<file path="config.mk">
export PLATFORM = sky130hd
export DESIGN_NAME = interrupt_sequencer_flat
export DESIGN_NICKNAME = d
export VERILOG_FILES = /design/src/rtl/interrupt_sequencer_pkg.sv /design/src/rtl/interrupt_sequencer_if.sv /design/src/rtl/interrupt_sequencer.sv /design/src/flat_wrapper.sv
export SDC_FILE = /design/constraint.sdc
export NUM_CORES = 1
export LEC_CHECK = 0
export CAP_MARGIN = 20
export CORE_ASPECT_RATIO = 0.9
export CORE_MARGIN = 8
export CORE_UTILIZATION = 36
export CTS_CLUSTER_DIAMETER = 80
export DETAILED_ROUTE_END_ITERATION = 10
export DONT_BUFFER_PORTS = 1
export PLACE_DENSITY = 0.48
export SETUP_SLACK_MARGIN = 0.05
export SYNTH_ARGS = -nofsm -noshare
export SYNTH_HDL_FRONTEND = slang
export SYNTH_SLANG_ARGS = --single-unit
</file>
<file path="constraint.sdc">
create_clock -name i_clk -period 2.1 [get_ports i_clk]
set_input_delay 0.42 -clock i_clk [delete_from_list [all_inputs] [get_ports i_clk]]
set_output_delay 0.42 -clock i_clk [all_outputs]
set_load 0.005 [all_outputs]
</file>
<file path="src/rtl/interrupt_sequencer_pkg.sv">
`default_nettype none
// ============================================================================
// Module      : irq_seq_pkg
// Description : Micro-op encodings and state encodings shared by the
//               interrupt sequencer, its interface and its testbench.
// Revision    : 1.0 - initial release
// ============================================================================
package irq_seq_pkg;

  // Micro-ops presented to decode while o_inject is high.
  localparam logic [2:0] UOP_NONE       = 3'b000;
  localparam logic [2:0] UOP_NOP        = 3'b001;
  localparam logic [2:0] UOP_PUSH_PC_HI = 3'b010;
  localparam logic [2:0] UOP_PUSH_PC_LO = 3'b011;
  localparam logic [2:0] UOP_PUSH_FLAGS = 3'b100;
  localparam logic [2:0] UOP_POP_FLAGS  = 3'b101;
  localparam logic [2:0] UOP_POP_PC_LO  = 3'b110;
  localparam logic [2:0] UOP_POP_PC_HI  = 3'b111;

  // Sequencer states: entry path DRAIN_I..VECTOR, return path DRAIN_R..RESUME.
  typedef enum logic [3:0] {
    ST_IDLE    = 4'd0,
    ST_DRAIN_I = 4'd1,
    ST_DRAIN_R = 4'd2,
    ST_PUSH_HI = 4'd3,
    ST_PUSH_LO = 4'd4,
    ST_PUSH_FL = 4'd5,
    ST_VECTOR  = 4'd6,
    ST_POP_FL  = 4'd7,
    ST_POP_LO  = 4'd8,
    ST_POP_HI  = 4'd9,
    ST_RESUME  = 4'd10
  } seq_state_e;

endpackage
`default_nettype wire

</file>
<file path="src/rtl/interrupt_sequencer_if.sv">
`default_nettype none
// ============================================================================
// Module      : interrupt_sequencer_if
// Description : Decode/fetch side signals of the interrupt sequencer.
//               master = pipeline side (drives requests), slave = sequencer.
// Revision    : 1.0 - initial release
// ============================================================================
interface interrupt_sequencer_if #(
  parameter int PC_WIDTH = 32
);
  logic                i_interrupt;
  logic                i_rti;
  logic                i_stall;
  logic [PC_WIDTH-1:0] i_next_pc;
  logic                i_next_pc_valid;

  logic                o_inject;
  logic [2:0]          o_micro_op;
  logic                o_freeze_fetch;
  logic [PC_WIDTH-1:0] o_saved_pc;
  logic                o_load_vector;
  logic [PC_WIDTH-1:0] o_vector_addr;
  logic                o_resume;
  logic                o_irq_ack;
  logic                o_busy;

  modport master (
    output i_interrupt, i_rti, i_stall, i_next_pc, i_next_pc_valid,
    input  o_inject, o_micro_op, o_freeze_fetch, o_saved_pc, o_load_vector,
           o_vector_addr, o_resume, o_irq_ack, o_busy
  );

  modport slave (
    input  i_interrupt, i_rti, i_stall, i_next_pc, i_next_pc_valid,
    output o_inject, o_micro_op, o_freeze_fetch, o_saved_pc, o_load_vector,
           o_vector_addr, o_resume, o_irq_ack, o_busy
  );
endinterface
`default_nettype wire

</file>
<file path="src/rtl/interrupt_sequencer.sv">
`default_nettype none
// ============================================================================
// Module      : interrupt_sequencer
// Description : Drives decode through interrupt entry (drain, push PC hi/lo
//               and flags, vector) and RTI return (drain, pop flags/PC lo/hi,
//               resume) by injecting stack micro-ops.
// Revision    : 1.0 - initial release
// ============================================================================
module interrupt_sequencer
  import irq_seq_pkg::*;
#(
  parameter int                  PC_WIDTH     = 32,
  parameter logic [PC_WIDTH-1:0] VECTOR_ADDR  = '0,
  parameter int                  DRAIN_CYCLES = 3
) (
  input  logic                  i_clk,
  input  logic                  i_reset,
  interrupt_sequencer_if.slave  bus
);

  // Drain counter is 3 bits wide, enough for DRAIN_CYCLES up to 7.
  localparam logic [2:0] DRAIN_LAST = 3'(DRAIN_CYCLES - 1);

  seq_state_e          state_q, state_d;
  logic [2:0]          cnt_q, cnt_d;
  logic [PC_WIDTH-1:0] saved_pc_q, saved_pc_d;
  logic                pending_q, pending_d;
  logic                irq_prev_q;

  logic                rise_w;
  logic                enter_irq_w;
  logic                inject_w;
  logic [2:0]          uop_w;
  logic                freeze_w;
  logic                load_vector_w;
  logic                resume_w;
  logic                ack_w;

  // A request is a 0->1 transition of the interrupt level.
  assign rise_w = bus.i_interrupt & ~irq_prev_q;

  // Edges collapse into one pending request; accepting it clears it, but an
  // edge arriving in the very cycle of acceptance is kept for later service.
  assign pending_d = (pending_q & ~enter_irq_w) | rise_w;

  // State, counter, captured PC and pending request registers.
  always_ff @(posedge i_clk) begin
    // Sampled even in reset so a level held through reset is not an edge.
    irq_prev_q <= bus.i_interrupt;
    if (i_reset) begin
      state_q    <= ST_IDLE;
      cnt_q      <= 3'd0;
      saved_pc_q <= '0;
      pending_q  <= 1'b0;
    end else begin
      state_q    <= state_d;
      cnt_q      <= cnt_d;
      saved_pc_q <= saved_pc_d;
      pending_q  <= pending_d;
    end
  end

  // Next-state and micro-op selection; a stall freezes every transition
  // while the current state's outputs stay on the bus.
  always_comb begin
    state_d       = state_q;
    cnt_d         = cnt_q;
    saved_pc_d    = saved_pc_q;
    enter_irq_w   = 1'b0;
    inject_w      = 1'b0;
    uop_w         = UOP_NONE;
    freeze_w      = 1'b0;
    load_vector_w = 1'b0;
    resume_w      = 1'b0;
    ack_w         = 1'b0;

    if (state_q != ST_IDLE) begin
      inject_w = 1'b1;
      freeze_w = 1'b1;
      uop_w    = UOP_NOP;
    end

    case (state_q)
      ST_IDLE: begin
        // Interrupt beats a coincident RTI; decode re-fetches the RTI later.
        if (pending_q) begin
          if (!bus.i_stall) begin
            ack_w       = 1'b1;
            enter_irq_w = 1'b1;
            state_d     = ST_DRAIN_I;
          end
        end else if (bus.i_rti && !bus.i_stall) begin
          state_d = ST_DRAIN_R;
        end
        cnt_d = 3'd0;
      end

      ST_DRAIN_I, ST_DRAIN_R: begin
        if (!bus.i_stall) begin
          // Last valid PC wins so a branch resolved mid-drain is honoured.
          if (state_q == ST_DRAIN_I && bus.i_next_pc_valid) begin
            saved_pc_d = bus.i_next_pc;
          end
          if (cnt_q == DRAIN_LAST) begin
            cnt_d   = 3'd0;
            state_d = (state_q == ST_DRAIN_I) ? ST_PUSH_HI : ST_POP_FL;
          end else begin
            cnt_d = cnt_q + 3'd1;
          end
        end
      end

      ST_PUSH_HI: begin
        uop_w = UOP_PUSH_PC_HI;
        if (!bus.i_stall) state_d = ST_PUSH_LO;
      end

      ST_PUSH_LO: begin
        uop_w = UOP_PUSH_PC_LO;
        if (!bus.i_stall) state_d = ST_PUSH_FL;
      end

      ST_PUSH_FL: begin
        uop_w = UOP_PUSH_FLAGS;
        if (!bus.i_stall) state_d = ST_VECTOR;
      end

      ST_VECTOR: begin
        load_vector_w = 1'b1;
        if (!bus.i_stall) state_d = ST_IDLE;
      end

      ST_POP_FL: begin
        uop_w = UOP_POP_FLAGS;
        if (!bus.i_stall) state_d = ST_POP_LO;
      end

      ST_POP_LO: begin
        uop_w = UOP_POP_PC_LO;
        if (!bus.i_stall) state_d = ST_POP_HI;
      end

      ST_POP_HI: begin
        uop_w = UOP_POP_PC_HI;
        if (!bus.i_stall) state_d = ST_RESUME;
      end

      ST_RESUME: begin
        resume_w = 1'b1;
        if (!bus.i_stall) state_d = ST_IDLE;
      end

      default: begin
        state_d = ST_IDLE;
      end
    endcase
  end

  assign bus.o_inject       = inject_w;
  assign bus.o_micro_op     = uop_w;
  assign bus.o_freeze_fetch = freeze_w;
  assign bus.o_saved_pc     = saved_pc_q;
  assign bus.o_load_vector  = load_vector_w;
  assign bus.o_vector_addr  = VECTOR_ADDR;
  assign bus.o_resume       = resume_w;
  assign bus.o_irq_ack      = ack_w;
  assign bus.o_busy         = (state_q != ST_IDLE);

endmodule
`default_nettype wire

</file>
<file path="src/flat_wrapper.sv">
// flat-port wrapper written by rule: the top's interface ports become plain ports
module interrupt_sequencer_flat import irq_seq_pkg::*;
#(
  parameter int                  PC_WIDTH     = 32,
  parameter logic [PC_WIDTH-1:0] VECTOR_ADDR  = '0,
  parameter int                  DRAIN_CYCLES = 3
)
  (i_clk, i_reset, bus_i_interrupt, bus_i_rti, bus_i_stall, bus_i_next_pc, bus_i_next_pc_valid, bus_o_inject, bus_o_micro_op, bus_o_freeze_fetch, bus_o_saved_pc, bus_o_load_vector, bus_o_vector_addr, bus_o_resume, bus_o_irq_ack, bus_o_busy);
  interrupt_sequencer_if #(.PC_WIDTH(PC_WIDTH)) bus_i ();
  input  logic i_clk;
  input  logic i_reset;
  input wire logic [$bits(bus_i.i_interrupt)-1:0] bus_i_interrupt;
  input wire logic [$bits(bus_i.i_rti)-1:0] bus_i_rti;
  input wire logic [$bits(bus_i.i_stall)-1:0] bus_i_stall;
  input wire logic [$bits(bus_i.i_next_pc)-1:0] bus_i_next_pc;
  input wire logic [$bits(bus_i.i_next_pc_valid)-1:0] bus_i_next_pc_valid;
  output wire logic [$bits(bus_i.o_inject)-1:0] bus_o_inject;
  output wire logic [$bits(bus_i.o_micro_op)-1:0] bus_o_micro_op;
  output wire logic [$bits(bus_i.o_freeze_fetch)-1:0] bus_o_freeze_fetch;
  output wire logic [$bits(bus_i.o_saved_pc)-1:0] bus_o_saved_pc;
  output wire logic [$bits(bus_i.o_load_vector)-1:0] bus_o_load_vector;
  output wire logic [$bits(bus_i.o_vector_addr)-1:0] bus_o_vector_addr;
  output wire logic [$bits(bus_i.o_resume)-1:0] bus_o_resume;
  output wire logic [$bits(bus_i.o_irq_ack)-1:0] bus_o_irq_ack;
  output wire logic [$bits(bus_i.o_busy)-1:0] bus_o_busy;
  assign bus_i.i_interrupt = bus_i_interrupt;
  assign bus_i.i_rti = bus_i_rti;
  assign bus_i.i_stall = bus_i_stall;
  assign bus_i.i_next_pc = bus_i_next_pc;
  assign bus_i.i_next_pc_valid = bus_i_next_pc_valid;
  assign bus_o_inject = bus_i.o_inject;
  assign bus_o_micro_op = bus_i.o_micro_op;
  assign bus_o_freeze_fetch = bus_i.o_freeze_fetch;
  assign bus_o_saved_pc = bus_i.o_saved_pc;
  assign bus_o_load_vector = bus_i.o_load_vector;
  assign bus_o_vector_addr = bus_i.o_vector_addr;
  assign bus_o_resume = bus_i.o_resume;
  assign bus_o_irq_ack = bus_i.o_irq_ack;
  assign bus_o_busy = bus_i.o_busy;
  interrupt_sequencer #(.PC_WIDTH(PC_WIDTH), .VECTOR_ADDR(VECTOR_ADDR), .DRAIN_CYCLES(DRAIN_CYCLES)) u_core (.i_clk(i_clk), .i_reset(i_reset), .bus(bus_i));
endmodule
</file>
Yosys cells after proc, flatten, opt, wreduce, memory -nomap -nowiden
Index checks and enable logic that the tools add are counted.
Widths: inputs -> output; s select.
{"block": "totals", "regBits": 41, "latchBits": 0, "ramBits": 0, "romBits": 0, "inputBits": 38, "out_inout_bits": 73, "word_cells": 70, "mem_count": 0}
{"block": "classes", "n_addsub": 1, "mul": 0, "div_mod_pow": 0, "order_cmp": 0, "eq_ne": 22, "shift": 0, "muxes": 25, "bitwise": 6, "reduce_logical": 11}
{"cell": "$mux 4", "n": 12}
{"cell": "$pmux 4 s9", "n": 1}
{"cell": "$pmux 3 s6", "n": 1}
{"cell": "$eq 4x3->1 const B", "n": 4}
{"cell": "$ne 2x2->1 const B", "n": 8}
{"cell": "$eq 4x4->1 const B", "n": 3}
{"cell": "$reduce_and 11->1", "n": 1}
{"cell": "$mux 3", "n": 3}
{"cell": "$eq 4x2->1 const B", "n": 2}
{"cell": "$mux 1", "n": 7}
{"cell": "$pmux 3 s2", "n": 1}
{"cell": "$eq 4x1->1 const B", "n": 1}
{"cell": "$logic_not 4->1", "n": 1}
{"cell": "$reduce_bool 4->1", "n": 1}
{"cell": "$reduce_or 2->1", "n": 2}
{"cell": "$add 3x1->3 const B", "n": 1}
{"cell": "$eq 3x2->1 const B", "n": 1}
{"cell": "$ne 3x1->1 const B", "n": 1}
{"cell": "$ne 3x3->1 const B", "n": 1}
{"cell": "$not 1->1", "n": 3}
{"cell": "$reduce_and 3->1", "n": 1}
{"cell": "$and 1x1->1", "n": 2}
{"cell": "$logic_and 1x1->1", "n": 2}
{"cell": "$ne 2x1->1 const B", "n": 1}
{"cell": "other kinds (4)", "n": 4}

Longest topological paths before layout
Gate-level depths: netlist of the first run.
{"block": "logic_depth", "ltp_word": 6, "ltp_mapped": 7}

Worst setup path before layout of the first run
No wires, ideal clock.
{"block": "synth_path", "path_kind": "register to register", "from": "register u_core.state_q[3]", "to": "register u_core.state_q[1]", "setup_time_ps": 86, "t_arrival_ps": 1835, "t_required_ps": 2014, "setup_slack_ps": 180, "path_stages_with_launch": 6, "period_less_slack_ps": 1920, "path_cell_list": "dfxtp_1 > or4_1 > buf_4 > o221a_4 > or3_4 > a211oi_1"}
{"block": "synth_between", "elab_chain_len": 4, "elab_cells_between_ends": 26, "classes_between": "21 x eq/ne; 1 x mux; 4 x reduce/logical"}
{"element": "start, declared", "line": "interrupt_sequencer.sv:24", "text": "seq_state_e state_q, state_d;"}
{"element": "start signal, assigned", "line": "interrupt_sequencer.sv:56", "text": "state_q <= state_d;"}
{"element": "$eq 4x2->1, or another cell as far along", "line": "interrupt_sequencer.sv:83", "text": "case (state_q)"}
{"element": "$reduce_or 2->1 (on tied branches)"}
{"element": "$ne 2x1->1 (no line) or $ne 2x2->1 (tied branches)"}
{"element": "$reduce_and 11->1 (no line)"}
Several ways; a longest one is shown, not always the timed one.
A chain may end at the register's enable or synchronous reset.

Worst setup path in the final report of the first run
{"block": "layout_path", "from": "register u_core.state_q[3]", "to": "output port bus_o_irq_ack"}
{"block": "layout_between", "elab_chain_len": 2}
{"element": "$logic_not 4->1", "line": "interrupt_sequencer.sv:83"}
{"element": "$mux 1", "line": "interrupt_sequencer.sv:83"}
{"element": "end, declared", "line": "flat_wrapper.sv:24", "text": "output wire logic [$bits(bus_i.o_irq_ack)-1:0] bus_o_irq_ack;"}
No other way between the ends.

==> results.md, run 1 <==
- Root buffer cell: clkbuf_8
- Die height: approximately 86 µm
- Element type at the critical path end: output pin
- Commonest non-fill, non-tap cell in the layout: nand2_1
- GP Congestion: about 0.81
- Starting density of the core: 37.45%
- CP endpoint: bus_o_irq_ack
- Commonest cells after routing, fill and taps aside: 71 x nand2_1, 41 x dfxtp_1, 36 x a21oi_1
- Post-CTS Resized: 1
- Register area: slightly above 800 µm²
- Final setup viols: 0
- Status: finished, final reports clean
- Static leakage: around 0.72 nW
- Asr flop ratio synth: 0%
- Gr usage total: 11.79%
- Row Count: 25
- Max Transition Viols Final: 0
- Post-synthesis sequential area ratio: a little over two fifths
- Sw Share: between 30% and 40%
- DRT iter0 DRCs: 79
- CP Max Fanout: 10
- RSZ-0062 raised after global routing: no
- Max-slew headroom: between 50% and 60%
- Switch Pwr: around 0.64 mW
- CTS H-tree depth: 2
- CP required: 1.68 ns
- Number of CTS-inserted buffers: 5
- Io pins: ~110
- Setup WS pre-CTS: ~0.24 ns
- Clk network pwr share: a little over a quarter
- Setup CP Type: reg2out
- ANT cells: 0
- Max clock buf depth: 2
- Worst-path clk slew: about 0.080 ns
- Die area: 8092 µm²
- Cell area after synthesis: about 2000 µm²
- Vias: 1543
- R2R Setup Slk: 0.22 ns
- Layout cells sized above 1: around 8.4%
- Core area: between 5000 and 6000 µm²
- Primary FF master, synth: dfxtp_1
- IO buf count: 0
- CTS tree: done
- Arrival time at the worst endpoint: approximately 1.5 ns
- Vias in the first global route: 1499
- F_max: between 500 and 600 MHz
- Fin crit period: ~2 ns
- Number of flops mapped to enable cells by yosys: 0
- PD cells: between 900 and 1000 nW/µm²
- Multi-input gate area: about 940 µm²
- Layout net count: 286
- Syn-to-layout area delta: 2.797%
- Fillers: between 500 and 600
- WL/cell: ~15 µm
- First-pass GRT wire length: 7.659 mm
- Drt via density: 4.883
- Setup bufs post-CTS: 0
- Initial antenna violation count: 0
- Final hold violations: 0
- Worst Tran Pin Value: approximately 0.63 ns
- Worst setup path start: u_core.state_q[3]$_SDFFE_PP0P_
- Drt pass-1 iters: 4
- Netlist cell types: 37
- Post-Synthesis Cells: 253
- Detailed Place HPWL: between 3 and 4 mm
- Clock sink total: ~40
- Setup tns final: 0 ns
- Synth Area per Inst: a little under 8 µm²
- Reg2Reg Launch Point: u_core.state_q[3]$_SDFFE_PP0P_
- Hold WS: approximately 0.15 ns
- Detail Route Antenna Nets: 0
- Final WS setup: between 0.1 and 0.15 ns
- Flop pwr share: 46.0%
- FF-to-FF path depth: 4
- Clock Latency Late Sink: 0.29 ns
- Pint: about 1.3 mW
- Design Power: just under 2 mW
- Max-cap viol count: 0
- Largest net degree at the start of global routing: between 40 and 50
- Hold Crit Class: in2reg
- Logic pwr share: a little over a quarter
- Fin util: about two fifths
- Fin Clk Skew: around 0.0072 ns
- Seq cells post-synth: 41
- Total wire length: slightly below 5 mm
- Quantity of hold-fixing buffers added after cts: 0
- Grt total ovfl: 0
- Worst R2R End: u_core.state_q[1]$_SDFFE_PP0P_
- Fin crit share: about 93%
- Syn. warnings: 0
- Drt drc: 0
- Worst vdd ir: ~0.36 mV
- Startpoint Class: flop
- Die width: 93.94 µm
through the flow:
stage,instance area [µm²],std cells
after floorplan,2085,284
after global placement,1917,308
final,2023,316
after global routing,2023,316
after CTS,2013,316
after detailed placement,1917,308
synthesized netlist by cell type (2+ instances only):
library cell / number / area, µm²
nand2b_1: 4 / 25.02
o21ai_0: 4 / 20.02
nand3_1: 3 / 15.01
inv_1: 3 / 11.26
nand3b_1: 3 / 22.52
nor2_1: 3 / 11.26
a32o_1: 2 / 20.02
or4_1: 2 / 15.01
nor2b_1: 2 / 12.51
o311ai_0: 2 / 17.52
clkbuf_1: 15 / 56.30
dfxtp_1: 41 / 820.8
a21oi_1: 36 / 180.2
buf_4: 35 / 262.8
nand2_1: 71 / 266.5
nor3_1: 6 / 30.03
worst max-delay path: stages, from the launching register on:
cell and delay (ns):
dfxtp_1 0.31, or4_1 0.58, buf_6 0.18, nor3b_4 0.19
final cells by class:
type / instances / share of cell area, %
Tap cell: 67 / 4.143
Timing Repair Buffer: 8 / 3.772
Inverter: 3 / 0.5566
Clock buffer: 5 / 3.401
Sequential cell: 41 / 40.57
Multi-Input combinational cell: 189 / 46.44
Clock inverter: 3 / 1.113
kinds of logic (layout without fill, tap and decap cells):
logic type                after synthesis  after routing  share of synthesized area (%)
other                                   1             32                         0.1905
muxes                                   2              2                          1.081
and+or+nand+nor                       101            101                          23.20
DFF                                    41             41                          41.70
buffers and inverters                  54             19                          17.04
xor gates and xnor gates                1              1                         0.4451
AOI/OAI and AO/OA                      53             53                          16.34
how the worst min path moves through the flow:
stage | startpoint | to | slack [ns] | depth (start not counted)
after detailed placement | bus_i_interrupt | u_core.irq_prev_q$_DFF_P_ | 0.45 | 0
after floorplan | bus_i_interrupt | u_core.irq_prev_q$_DFF_P_ | 0.45 | 0
after global placement | bus_i_interrupt | u_core.irq_prev_q$_DFF_P_ | 0.45 | 0
after global routing | bus_i_interrupt | u_core.irq_prev_q$_DFF_P_ | 0.12 | 0
after CTS | bus_i_interrupt | u_core.irq_prev_q$_DFF_P_ | 0.13 | 0
final | bus_i_interrupt | u_core.irq_prev_q$_DFF_P_ | 0.15 | 0
state kept, by name, indices dropped and copies added (netlist names):
register,cells
u_core.irq_prev_q,1
u_core.pending_q,1
u_core.bus.o_saved_pc,32
u_core.state_q,4
u_core.cnt_q,3
power by group through the flow:
stage,Clock (mW),Sequential (mW),Combinational [mW]
2_1_floorplan,0,0.896,0.473
3_5_place_dp,0,0.907,0.508
5_1_grt,0.579,0.898,0.594
6_report,0.516,0.887,0.526
4_1_cts,0.551,0.889,0.512
3_3_place_gp,0,0.908,0.513
per-layer routing:
layer / track usage (%) / wire, µm / up-vias
li1: - / - / 772
met1: 13.14 / 1927 / 704
met2: 18.63 / 2340 / 60
met3: 6.195 / 548 / 7
met4: 4.173 / 48 / 0
met5: 0 / 0 / -
(Power assumes the default switching activity.)
==> run 2: changes to the inputs <==
--- a/config.mk
+++ b/config.mk
@@ -17,3 +17,4 @@
 export SYNTH_ARGS = -nofsm -noshare
 export SYNTH_HDL_FRONTEND = slang
 export SYNTH_SLANG_ARGS = --single-unit
+export TNS_END_PERCENT = 5
==> results of run 2 <==
Same layout as run 1: the final DEF is identical, and so are final timing and power.
